$ cat src/rtl/cond_hazard_controller.sv
// Execute-stage hazard sequencer: turns taken branches, flag dependencies and
// load-use conflicts into stall/flush controls for the F/D and D/E registers.
// Optional statistics counters are enabled with the COND_HAZARD_STATS_EN macro.
module cond_hazard_controller #(
    parameter int FLUSH_DEPTH = 2,
    parameter int FLAG_LAT    = 1,
    parameter int CNT_W       = 16
) (
    input  logic       clk,
    input  logic       rst,
    input  logic       ValidD,
    input  logic       ValidE,
    input  logic       PCSrcE,
    input  logic       FlagWriteE,
    input  logic       CondD,
    input  logic       LoadE,
    input  logic [3:0] RdE,
    input  logic [3:0] Rs1D,
    input  logic [3:0] Rs2D,
    output logic       StallF,
    output logic       StallD,
    output logic       FlushD,
    output logic       FlushE,
    output logic       busy,
    output logic [1:0] state
`ifdef COND_HAZARD_STATS_EN
    ,
    output logic [CNT_W-1:0] branch_cnt,
    output logic [CNT_W-1:0] stall_cnt,
    output logic [CNT_W-1:0] flush_cnt
`endif
);

    typedef enum logic [1:0] {
        RUN       = 2'b00,
        REDIRECT  = 2'b01,
        FLAG_WAIT = 2'b10,
        ILLEGAL   = 2'b11
    } state_t;

    // Remaining-cycle preloads; the first hazard cycle is spent in RUN.
    localparam logic [2:0] FLUSH_REM = 3'(FLUSH_DEPTH - 1);
    localparam logic [2:0] FLAG_REM  = 3'(FLAG_LAT - 1);

    state_t     state_q, state_n;
    logic [2:0] rem_q, rem_n;
    logic       br, fh, lu;

    assign br = PCSrcE & ValidE;
    assign fh = CondD & ValidD & FlagWriteE & ValidE;
    assign lu = LoadE & ValidE & ValidD & (RdE != 4'd0) &
                ((RdE == Rs1D) | (RdE == Rs2D));

    // State and remaining-cycle counter registers
    always_ff @(posedge clk) begin
        if (!rst) begin
            state_q <= RUN;
            rem_q   <= 3'd0;
        end else begin
            state_q <= state_n;
            rem_q   <= rem_n;
        end
    end

    // Next-state and control outputs: Mealy in RUN, Moore elsewhere
    always_comb begin
        state_n = RUN;
        rem_n   = rem_q;
        StallF  = 1'b0;
        StallD  = 1'b0;
        FlushD  = 1'b0;
        FlushE  = 1'b0;
        case (state_q)
            RUN: begin
                if (br) begin
                    FlushD = 1'b1;
                    FlushE = 1'b1;
                    if (FLUSH_DEPTH > 1) begin
                        state_n = REDIRECT;
                        rem_n   = FLUSH_REM;
                    end
                end else if (fh) begin
                    StallF = 1'b1;
                    StallD = 1'b1;
                    FlushE = 1'b1;
                    if (FLAG_LAT > 1) begin
                        state_n = FLAG_WAIT;
                        rem_n   = FLAG_REM;
                    end
                end else if (lu) begin
                    StallF = 1'b1;
                    StallD = 1'b1;
                    FlushE = 1'b1;
                end
            end
            REDIRECT: begin
                // E now holds the target instruction, so br is not re-serviced here
                FlushD = 1'b1;
                if (rem_q > 3'd1) begin
                    state_n = REDIRECT;
                    rem_n   = rem_q - 3'd1;
                end
            end
            FLAG_WAIT: begin
                StallF = 1'b1;
                StallD = 1'b1;
                FlushE = 1'b1;
                if (rem_q > 3'd1) begin
                    state_n = FLAG_WAIT;
                    rem_n   = rem_q - 3'd1;
                end
            end
            default: begin
                state_n = RUN;
            end
        endcase
        if (!rst) begin
            StallF = 1'b0;
            StallD = 1'b0;
            FlushD = 1'b0;
            FlushE = 1'b0;
        end
    end

    // Status view of the FSM, forced to RUN while reset is asserted
    always_comb begin
        state = rst ? state_q : RUN;
        busy  = (state != RUN);
    end

`ifdef COND_HAZARD_STATS_EN
    function automatic logic [CNT_W-1:0] sat_inc(input logic [CNT_W-1:0] v,
                                                  input logic inc);
        if (inc && (v != {CNT_W{1'b1}}))
            return v + 1'b1;
        return v;
    endfunction

    // Saturating event counters
    always_ff @(posedge clk) begin
        if (!rst) begin
            branch_cnt <= '0;
            stall_cnt  <= '0;
            flush_cnt  <= '0;
        end else begin
            branch_cnt <= sat_inc(branch_cnt, (state_q == RUN) && br);
            stall_cnt  <= sat_inc(stall_cnt, StallF);
            flush_cnt  <= sat_inc(flush_cnt, FlushD);
        end
    end
`endif

endmodule

$ cat config.mk
export PLATFORM = sky130hd
export DESIGN_NAME = cond_hazard_controller
export DESIGN_NICKNAME = d
export VERILOG_FILES = /design/src/rtl/cond_hazard_controller.sv
export SDC_FILE = /design/constraint.sdc
export NUM_CORES = 1
export LEC_CHECK = 0
export ABC_AREA = 0
export BUFFER_PORTS_ARGS = -buffer_cell sky130_fd_sc_hd__buf_4
export CAP_MARGIN = 40
export CELL_PAD_IN_SITES_DETAIL_PLACEMENT = 0
export CELL_PAD_IN_SITES_GLOBAL_PLACEMENT = 2
export CORE_UTILIZATION = 22
export DETAILED_ROUTE_END_ITERATION = 10
export PLACE_DENSITY_LB_ADDON = 0.1
export SLEW_MARGIN = 20
export SYNTH_ARGS = -nofsm -noshare
export SYNTH_HDL_FRONTEND = slang
export SYNTH_SLANG_ARGS = --single-unit
export TNS_END_PERCENT = 100
$ cat constraint.sdc
create_clock -name clk -period 1.9 [get_ports clk]
set_input_delay 0.095 -clock clk [delete_from_list [all_inputs] [get_ports clk]]
set_output_delay 0.095 -clock clk [all_outputs]
set_load 0.01 [all_outputs]
# == Word-level counts from Yosys, hierarchy flattened ==
# Cells that the tools add are included.
# op_classes
addsub,1
order_cmp,1
eq_ne,6
mux,19
n_bitwise,9
n_reduce_logical,6
# ops
operator,n
1-bit 2-to-1 mux,10
1-bit bitwise AND,8
4-bit equality test,2
3-bit 2-to-1 mux,2
1-bit case mux with 2 select lines,3
2-bit case mux with 3 select lines,1
3-bit case mux with 2 select lines,1
2-bit 2-to-1 mux,2
2-bit nonzero test,2
4-bit nonzero test,1
"3-bit by 1-bit > comparator with 1-bit output, second input constant",1
3-bit AND reduction,1
"3-bit by 1-bit subtractor with 3-bit output, second input constant",1
"2-bit by 1-bit equality test with 1-bit output, second input constant",1
"2-bit equality test, second input constant",1
2-bit zero test,1
"2-bit by 1-bit != test with 1-bit output, second input constant",1
"2-bit != test, second input constant",1
2-bit OR reduction,1
1-bit OR,1
# word_totals
regBits,5
in_bits,20

# == Logic depth before layout (Yosys ltp) ==
# depth
word_depth,9
depth_mapped,6
ltp_nobuf,6

# == Worst setup path after synthesis ==
# Ideal clock, no wire load.
# synth_timing
kind,flip-flop to output port
startpoint,register state_q[0]
endpoint,output port StallF
arrival_time_ns,1.380
slack_ns,0.425
path_stages_with_launch,7
cell_sequence,dfxtp_1 > inv_1 > ha_1 > a21boi_1 > nand2b_1 > o211ai_1 > buf_4
# synth_via
elab_chain_len,3
word_cells_on_any_way,4
classes_between,eq/ne (1); mux (2); reduce/logical (1)
# synth_rtl
element,line_no,text
start: declaration,45,"state_t state_q, state_n;"
start signal: assignment,60,state_q <= state_n;
2-bit equality test / 2-bit zero test (equally long branches),-,
1-bit case mux with 2 select lines (*),-,
1-bit 2-to-1 mux (*),-,
end: declaration,20,"output logic StallF,"
# Mark *: on every way between the ends. The rest lies on a longest branch, timed or not.

# == Worst setup path in the final report ==
# layout_timing
startpoint,register state_q[1]
endpoint,output port StallF
# layout_via
elab_chain_len,3
word_cells_on_any_way,4
classes_between,eq/ne (1); mux (2); reduce/logical (1)
# layout_rtl
element,line_no,text
2-bit equality test / 2-bit zero test (equally long branches),73,case (state_q)
1-bit case mux with 2 select lines (*),73,
1-bit 2-to-1 mux (*),117,if (!rst) begin
# Marks and branches as above.

==> impl_results.md <==
- Switch share: 29.0%
- Total Wirelength: 1340 microns
- Gpl congestion: 0.738
- Post-DP HPWL: 1090 microns
- H-Tree Level Count: 1
- Num CTS Buffers: 3
- Internal power: 243 uW
- Top_reg_cell synth: dfxtp_1
- Avg WL per Cell: 11.2 microns
- Main combinational cell family by area after synthesis: compound AO/OA/AOI/OAI gates
- Post-CTS setup buffer count: 0
- Compound-gate portion of the synthesized area: 22.8%
- Clock power share: 37.6%
- Synth-to-Final Area Change: 50.4%
- Synth Area in Adders: 14.9%
- Cells after synthesis: 65
- Final hold vios: 0
- Worst skew pair latency: 0.25 ns
- IO buf count: 26
- Seq cells post-synth: 5
- Max FO, Critical Path: 4
- Synth Area in XOR/XNOR: 13.9%
- Critical path arrival: 1.62 ns
- Antenna violations before repair: 0
- Grt total ovfl: 0
- Clock Root Buffer: clkbuf_4
- Mux cell area share after synthesis: 0%
- Cell Rows: 16
- Post-CTS sizing: 0
- Share of layout cells above drive strength 1: 34.4%
- Mean Syn Cell Area: 7.76 sq um
- Setup TNS Final: 0 ns
- Largest net degree at the start of global routing: 11
- Antenna diodes: 0
- Number of hold buffers added after CTS: 0
- Unique masters post-synth: 27
- # nets final: 120
- Cell Area, Synth: 504 sq um
- Global-route usage over all layers: 11.9%
- Post-Synth Simple-Gate Area: 21.6%
- Power Total: 342 uW
- Vias in the first global route: 535
- Register-to-Register Path Depth: 6
- Status: complete, no violations
- Synth area leaders: dfxtp_1, ha_1, xor2_1
- # DRC: 0
- Number of flops mapped to enable cells by yosys: 0
- Pre-antenna DRT Iters: 4
- Hold Path Class: primary input to register
- FFs w/ async S/R, synth: 0%
- P per Cell Area: 452 nW/um^2
- Register area share after synthesis: 19.9%
- Period utilization: 90.0%
- Worst relative slew slack: 74.4%
- Vias per cell: 4.63
- Hold Path Stages: 2
- Top cell type's share of synthesized area: 19.9%
- Final Setup Violations: 0
- Clock slew seen by the registers of the worst setup and hold paths: 0.05 ns
- Clk sinks: 5
- Post-placement cell area: 721 sq um
- Unrepaired setup endpoints after global routing: false
- # IOs: 27
- Setup crit end kind: output port
- Register share of total power: 32.6%
- Initial core utilization: 24.5%
- FMAX: 585 MHz
- Die X: 49.9 microns
- DR iter-0 viols: 13
- Core ar.: 2060 sq um
- Hold_ws: 0.148 ns
- CTS max path bufs: 2
- Min Clock Period, post-route: 1.71 ns
- Die area: 2490 sq um
- Maximum capacitance violations: 0
- CP Launch Type: register
- First-pass GRT wire length: 2240 microns
- CP Class: register to output port
- DRT antenna net count: 0
- Die height: 49.9 microns
- Final instance area: 758 sq um
- Via Count: 556
- Max-slew violation count: 0
- CTS tree: done
- Slew @ Worst Pin: 0.380 ns
- Synth warn: 0
- Combinational share of power: 29.9%
- Required time of the worst setup path: 1.80 ns
- Cell taking the most area after synthesis: dfxtp_1
- Syn nets: 91
- NetSw: 99.3 uW
- Max Clock Skew: 0.00812 ns
- Maximum VDD drop: 0.282 mV
- Leak: 0.000362 uW
==> final timing paths <==
| path | startpoint | end | slack, ns |
|---|---|---|---|
| setup / recovery | state_q[1] | StallF | 0.19 |
| hold / removal | rst | rem_q[0] | 0.15 |
| setup reg to reg | state_q[0] | rem_q[1] | 0.39 |
| hold reg to reg | rem_q[2] | rem_q[2] | 0.49 |
==> cells in the mapped netlist (all sizes together), types with 2 or more instances <==
cell     count
a21oi        3
buf          2
dfxtp        5
ha           6
inv          6
nand2        4
nand3        2
nand4        2
nor2         6
nor4         3
o2111ai      2
o211ai       2
o21ai        2
xor2         8
==> cell families after synthesis <==
logic type                 after synthesis
buffers and inverters                    8
AOI/OAI and AO/OA                       16
adders and majority gates                6
and+or+nand+nor                         22
DFF                                      5
xor gates and xnor gates                 8
==> area by class of cell <==
cell class	count	area [sq um]
inverters	6	22.5
flip-flops and latches	5	100
fillers	215	1300
well taps	27	33.8
repair buffers	26	195
multi-input cells	52	380
clock buffers	4	26.3
==> placed cells by master (no fill, tap or decap), types with 2 or more instances in the layout <==
cell type / synthesis / routed
nor2_1: 6 / 6
xor2_1: 8 / 8
o21ai_0: 2 / 2
o211ai_1: 2 / 2
nand3_1: 2 / 2
buf_4: 1 / 26
nor4_1: 3 / 3
nand2_1: 4 / 4
a21oi_1: 3 / 3
nand4_1: 2 / 2
ha_1: 6 / 6
clkbuf_4: 0 / 3
o2111ai_1: 2 / 2
dfxtp_1: 5 / 5
inv_1: 6 / 6
==> metrics by stage <==
step	std cells	setup WS, ns	utilization [%]
6_report	120	0.190	36.8
5_1_grt	120	0.00577	36.8
4_1_cts	120	0.0842	36.2
3_5_place_dp	116	0.352	35.0
3_3_place_gp	116	0.371	35.0
2_1_floorplan	65	0.425	-
==> power groups by stage <==
stage / clock [uW] / combinational [uW] / sequential (uW)
final: 129 / 102 / 112
after global placement: 0 / 101 / 113
after floorplan: 0 / 48.8 / 112
after detailed placement: 0 / 99.3 / 113
after global routing: 138 / 114 / 112
after CTS: 128 / 100 / 112
==> worst max-delay path, stage by stage (launching register included) <==
cell	delay [ns]
dfxtp_1	0.32
inv_1	0.12
ha_1	0.22
a21boi_4	0.22
nand2b_1	0.07
o211ai_1	0.24
buf_4	0.17
==> sequential cells by signal, summed over array words and instances, names as in the netlist <==
signal / count
state_q: 2
rem_q: 3
==> per-layer routing <==
metal / vias up / global-route usage [%] / wire, microns
li1: 285 / - / -
met4: 0 / 6.67 / 14
met5: - / 0 / 0
met1: 246 / 14.3 / 626
met2: 23 / 18.5 / 598
met3: 2 / 4.01 / 101
Note: power is estimated with default switching activity, not from simulation.
